===== src/rtl/demux_sched.sv =====
// demux_sched: registered 1:4 demux scheduler, addressed or round-robin destination choice.
// Define DEMUX_SCHED_CNT_EN to add per-output saturating delivery counters (cnt, cnt_clr).
module demux_sched #(
    parameter int DATA_W = 8,
    parameter int CNT_W  = 16
) (
    input  logic              clk,
    input  logic              rst_n,
    input  logic              mode_rr,
    input  logic [3:0]        en,
    input  logic              in_valid,
    output logic              in_ready,
    input  logic [DATA_W-1:0] in_data,
    input  logic [1:0]        in_dest,
    output logic [3:0]        out_valid,
    input  logic [3:0]        out_ready,
    output logic [DATA_W-1:0] out_data,
    output logic [1:0]        sel,
    output logic              drop
`ifdef DEMUX_SCHED_CNT_EN
    ,
    output logic [4*CNT_W-1:0] cnt,
    input  logic               cnt_clr
`endif
);
    typedef enum logic {EMPTY, FULL} state_t;
    state_t r_state, w_next;
    logic [DATA_W-1:0] r_data;
    logic [1:0] r_sel, r_rr_ptr, w_rr_dest, w_dest;
    logic r_drop, w_deliver, w_accept, w_store, w_drop;
    // first enabled output at or after the pointer, wrapping mod 4
    assign w_rr_dest = en[r_rr_ptr]         ? r_rr_ptr :
                       en[r_rr_ptr + 2'd1] ? r_rr_ptr + 2'd1 :
                       en[r_rr_ptr + 2'd2] ? r_rr_ptr + 2'd2 : r_rr_ptr + 2'd3;
    assign w_deliver = (r_state == FULL) & out_ready[r_sel];
    assign in_ready  = ((r_state == EMPTY) | w_deliver) & ~(mode_rr & (en == 4'b0000));
    assign w_accept  = in_valid & in_ready;
    assign w_dest    = mode_rr ? w_rr_dest : in_dest;
    assign w_store   = w_accept & (mode_rr | en[in_dest]);
    assign w_drop    = w_accept & ~mode_rr & ~en[in_dest];
    assign out_valid = (r_state == FULL) ? 4'b0001 << r_sel : 4'b0000;
    assign out_data  = r_data;
    assign sel       = r_sel;
    assign drop      = r_drop;
    always_comb begin
        w_next = r_state;
        if (w_store)
            w_next = FULL;
        else if (w_deliver)
            w_next = EMPTY;
    end
    always_ff @(posedge clk or negedge rst_n) begin
        if (!rst_n) begin
            r_state  <= EMPTY;
            r_data   <= '0;
            r_sel    <= '0;
            r_drop   <= 1'b0;
            r_rr_ptr <= '0;
        end else begin
            r_state <= w_next;
            r_drop  <= w_drop;
            if (w_store) begin
                r_data <= in_data;
                r_sel  <= w_dest;
            end
            if (w_store & mode_rr)
                r_rr_ptr <= w_rr_dest + 2'd1;
        end
    end
`ifdef DEMUX_SCHED_CNT_EN
    genvar i;
    for (i = 0; i < 4; i++) begin : g_cnt
        logic [CNT_W-1:0] r_cnt;
        always_ff @(posedge clk or negedge rst_n) begin
            if (!rst_n)
                r_cnt <= '0;
            else if (cnt_clr)
                r_cnt <= '0;
            else if (w_deliver && r_sel == 2'(i) && ~&r_cnt)
                r_cnt <= r_cnt + CNT_W'(1);
        end
        assign cnt[i*CNT_W +: CNT_W] = r_cnt;
    end
`else
    logic w_unused_cnt_w;
    assign w_unused_cnt_w = ^CNT_W;
`endif
endmodule

===== config.mk =====
export PLATFORM = sky130hd
export DESIGN_NAME = demux_sched
export DESIGN_NICKNAME = d
export VERILOG_FILES = /design/src/rtl/demux_sched.sv
export SDC_FILE = /design/constraint.sdc
export NUM_CORES = 1
export LEC_CHECK = 0
export CAP_MARGIN = 20
export CORE_UTILIZATION = 25
export DETAILED_ROUTE_END_ITERATION = 10
export DONT_BUFFER_PORTS = 1
export PLACE_DENSITY_LB_ADDON = 0.08
export SETUP_SLACK_MARGIN = 0.02
export SYNTH_ARGS = -nofsm -noshare
export SYNTH_HDL_FRONTEND = slang
export SYNTH_SLANG_ARGS = --single-unit

===== constraint.sdc =====
create_clock -name clk -period 2.6 [get_ports clk]
set_clock_uncertainty 0.2 [all_clocks]
set_input_delay 0.78 -clock clk [delete_from_list [all_inputs] [get_ports clk]]
set_output_delay 0.78 -clock clk [all_outputs]
set_load 0.005 [all_outputs]

# Word-level counts from Yosys, hierarchy flattened

Index checks and enable logic that the tools add are counted.

Flip-flop bits (word level): 14
Input bits: 22
Output and inout bits: 16
Word-level logic and storage cells: 48

Reductions and logical operators: 2
$lt $le $gt $ge: 5
Add/subtract/negate cells: 4
Muxes and demuxes: 17
Shifts and indexed selects: 1
Bitwise gates (word level): 14

Operators with widths:

| kind                  | count |
|---|---|
| $lt A2 B3 Y1 const B  | 5 |
| $bmux W1 S2           | 5 |
| $and A1 B1 Y1         | 8 |
| $mux W2               | 4 |
| $mux W1               | 7 |
| $add A2 B1 Y2 const B | 2 |
| $add A2 B2 Y2 const B | 2 |
| $logic_not A4 Y1      | 1 |
| $mux W4               | 1 |
| $not A1 Y1            | 4 |
| $shl A1 B2 Y4 const A | 1 |
| $or A1 B1 Y1          | 2 |
| $reduce_bool A2 Y1    | 1 |

# Longest topological paths before layout

Word-level depth: 8
Gate-level depth with buffers: 6
Depth with buffers taken out: 5

# Worst setup path before layout

Ideal clock, no wire load.

Kind: input to output
From: in out_ready[3]
To: out in_ready
Path buffers: 0
Arrival time: 1.527 ns
Data required time: 1.620 ns
Slack: 0.093 ns
Stages: 3
Cells stage by stage: mux4_2 -> nand2b_4 -> and2_1

Longest elaborated chain between the ends: 5

RTL lines:

| element                       | line | text |
|---|---|---|
| start: declaration            | 16   | `input logic [3:0] out_ready,` |
| $bmux W1 S2                   | 35   | `assign w_deliver = (r_state == FULL) & out_ready[r_sel];` |
| $mux W1 (implied by the code) | 35   |  |
| $and A1 B1 Y1                 | 35   |  |
| $or A1 B1 Y1                  | 36   | `assign in_ready = ((r_state == EMPTY) \| w_deliver) & ~(mode_rr & (en == 4'b0000));` |
| $and A1 B1 Y1                 | 36   |  |
| end: declaration              | 12   | `output logic in_ready,` |

No other way between the ends. The select of a mux whose other input is x is not followed.

# Worst setup path after layout

Ends and elaborated chain as after synthesis.

==> results.yml <==
outcome:
  status: "finished, violations left"
  violations: "design-rule violations"
setup_path:
  cp.required_ns: 1.62
  ff2ff_path_depth: 6
  crit_fanout: 3
  startpoint: "out_ready[3]"
  critical_path_class: "in -> out"
  crit_path_end_kind: "output pin"
  cp.arrival_ns: 1.54
  rr_startpoint: "sel[0]"
  setup.worst_path.end: "in_ready"
  cp-start-kind: "primary input"
  r2r_slack_ns: 0.37
  worstReg2RegEnd: "out_data[1]"
finish:
  area_delta_synth_final_pct: 11.88
  nNetsFinal: 93
  nFillCells: 285
  finalNonFillerCells: 101
  diodes: 0
  drive_gt1_frac: 0.2857
power_and_ir_drop:
  p_switching_mw: 0.3057
  switching_share: 0.3276
  combinationalPowerShare: 0.376
  pwr-share-clk: 0.168
  p_per_area_mw_per_mm2: 1070
  p_total_mw: 0.9333
  ir_drop_mv: 0.2639
  seq_power_share: 0.456
  p_int_mw: 0.6275
  p_leak_nw: 0.3990
routing:
  wl_per_cell_um: 14.72
  via_per_inst: 5.188
  drc: 2
  ant_nets: 0
  vias: 524
  drt_wl_total_um: 1487
  dr.pass1.iters: 7
  drt_iter0_drc: 7
sta:
  timing.slew.headroom: 0.5692
  rsz0062_at_grt: "true"
  worst_slew_pin_slew_ns: 0.6440
  setup_viol: 0
  finalHoldViolCount: 0
  setup_tns_ns: 0
  timing.fmax_mhz: 397.1
  period_needed_ns: 2.518
  maxSlewViolCount: 0
  setup_ws_ns: 0.08182
  period_share: 0.9685
synth:
  synthArstFlopShare: 1.000
  synth_cell_types: 28
  synthFlopType: "dfrtp_1"
  ys_top_cells_by_count: "dfrtp_1 (14), mux2_4 (7), nor2_1 (5)"
  seq_area_frac_synth: 0.4494
  ys_ff_latch: 14
  yosysWarnings: 0
  synthesis.area_um2: 779.5
  synth_edf_count: 0
  synth.area.top_cells: "dfrtp_1 (45%), mux2_4 (13%), mux4_2 (5.8%)"
  syn_nets: 86
  yosysMostFrequentCell: "dfrtp_1"
  yosysTopAreaCellShare: 0.4494
  syn_inst: 64
  yosysTopAreaCell: "dfrtp_1"
  avgSynthCellArea_um2: 12.18
clock_tree:
  clock-root-buffer: "clkbuf_4"
  clock_path_buffers: 2
  path_clk_slew_ns: 0.09
  cts_tree: "built"
  htree_levels: 1
  cts_buffers: 3
  clk_latency_ns: 0.27
  numClockSinks: 14
worst_hold_path:
  hp-class: "reg -> reg"
floorplan:
  floorplan.initialDensity: 0.2732
  dieArea_mm2: 0.003345
  rows: 19
  ioPinCount: 38
  coreArea_mm2: 0.002853
  die_y_um: 57.84
  die_w_um: 57.84
place:
  portBuffers: 0
  dp_hpwl_um: 1086
  place_ws_ns: 0.05924
  dp.cells: 94
  routabilityCongestion: 0.6398
grt:
  antenna_found_initial: 0
  grt_pass1_wl_um: 2435
  grt_pass1_vias: 562
  grt_max_degree: 15
  track_usage: 0.09798
  grt.overflow.total: 0
run:
  maxCapViolCount: 0
-- worst max-delay path: stages --
cell and delay, ns:
mux4_2 0.45, nand2b_4 0.16, and2_4 0.16
-- sequential cells by signal, indices dropped and copies added, names as in the netlist --
register and cells:
drop 1, out_data 8, r_rr_ptr 2, r_state 1, sel 2
-- cells in the final DEF (no fill, tap or decap), drive strengths merged, types with 2 or more instances in the layout --
master  count
a21oi       3
and3        2
buf         2
clkbuf      4
dfrtp      14
inv         3
mux2       10
mux2i       2
mux4        2
nand2       3
nand2b      4
nor2        5
o21ai       2
-- area by class of cell --
cell class | instances | area (um2) | area share
Tap cell | 31 | 38.79 | 0.04448
Inverter | 3 | 11.26 | 0.01291
Multi-Input combinational cell | 46 | 409.1 | 0.4692
Timing Repair Buffer | 3 | 25.02 | 0.02869
Sequential cell | 14 | 351.6 | 0.4032
Clock buffer | 4 | 36.28 | 0.04161
-- metrics by stage --
step                      instance area, um2  hold slack (ns)  utilization
after floorplan                        779.5           0.2828            -
after global placement                 807.0           0.2847       0.2829
after detailed placement               807.0           0.2847       0.2829
after CTS                              854.6           0.3317       0.2996
after global routing                   872.1           0.3468       0.3057
final                                  872.1           0.3232       0.3057
-- cells by family (layout without fill, tap and decap cells) --
family	after synthesis	in the layout	share of synthesized area
XOR/XNOR	1	1	0.01124
flip-flops	14	14	0.4494
AO/OA/AOI/OAI	9	9	0.07705
multiplexers	14	14	0.2616
buffers and inverters	4	10	0.02889
AND/OR/NAND/NOR	22	22	0.1718
-- how the worst min path moves through the flow --
stage,startpoint,cells after the start,end,slack (ns)
after CTS,out_data[0],1,out_data[0],0.33
after global placement,rst_n,0,out_data[3],0.28
after detailed placement,rst_n,0,out_data[3],0.28
after floorplan,rst_n,0,drop,0.28
after global routing,out_data[1],1,out_data[1],0.35
final,out_data[0],1,out_data[0],0.32
-- power by group through the flow --
stage          sequential, mW  combinational (mW)  clock (mW)
3_3_place_gp            0.432               0.318           0
6_report                0.426               0.351       0.156
3_5_place_dp            0.429               0.321           0
5_1_grt                 0.447               0.386       0.177
4_1_cts                 0.428               0.327       0.164
2_1_floorplan           0.403               0.294           0
-- routing by layer --
| layer | vias up | wire length [um] | part of all wire | global-route usage |
|---|---|---|---|---|
| met5 | - | 0 | 0 | 0 |
| met4 | 0 | 27 | 0.018 | 0.07143 |
| met3 | 2 | 120 | 0.081 | 0.02902 |
| met2 | 27 | 649 | 0.44 | 0.1494 |
| met1 | 252 | 690 | 0.46 | 0.1168 |
| li1 | 243 | - | - | - |
-- timing repair --
item | CTS | global route
endpoints found under the hold margin | 14 | 0
endpoints found under the setup margin | 1 | 1
hold buffers | 1 | 0
gates resized for setup | 1 | 1
setup buffers | 0 | 2
Power figures use the tool's default switching activity.
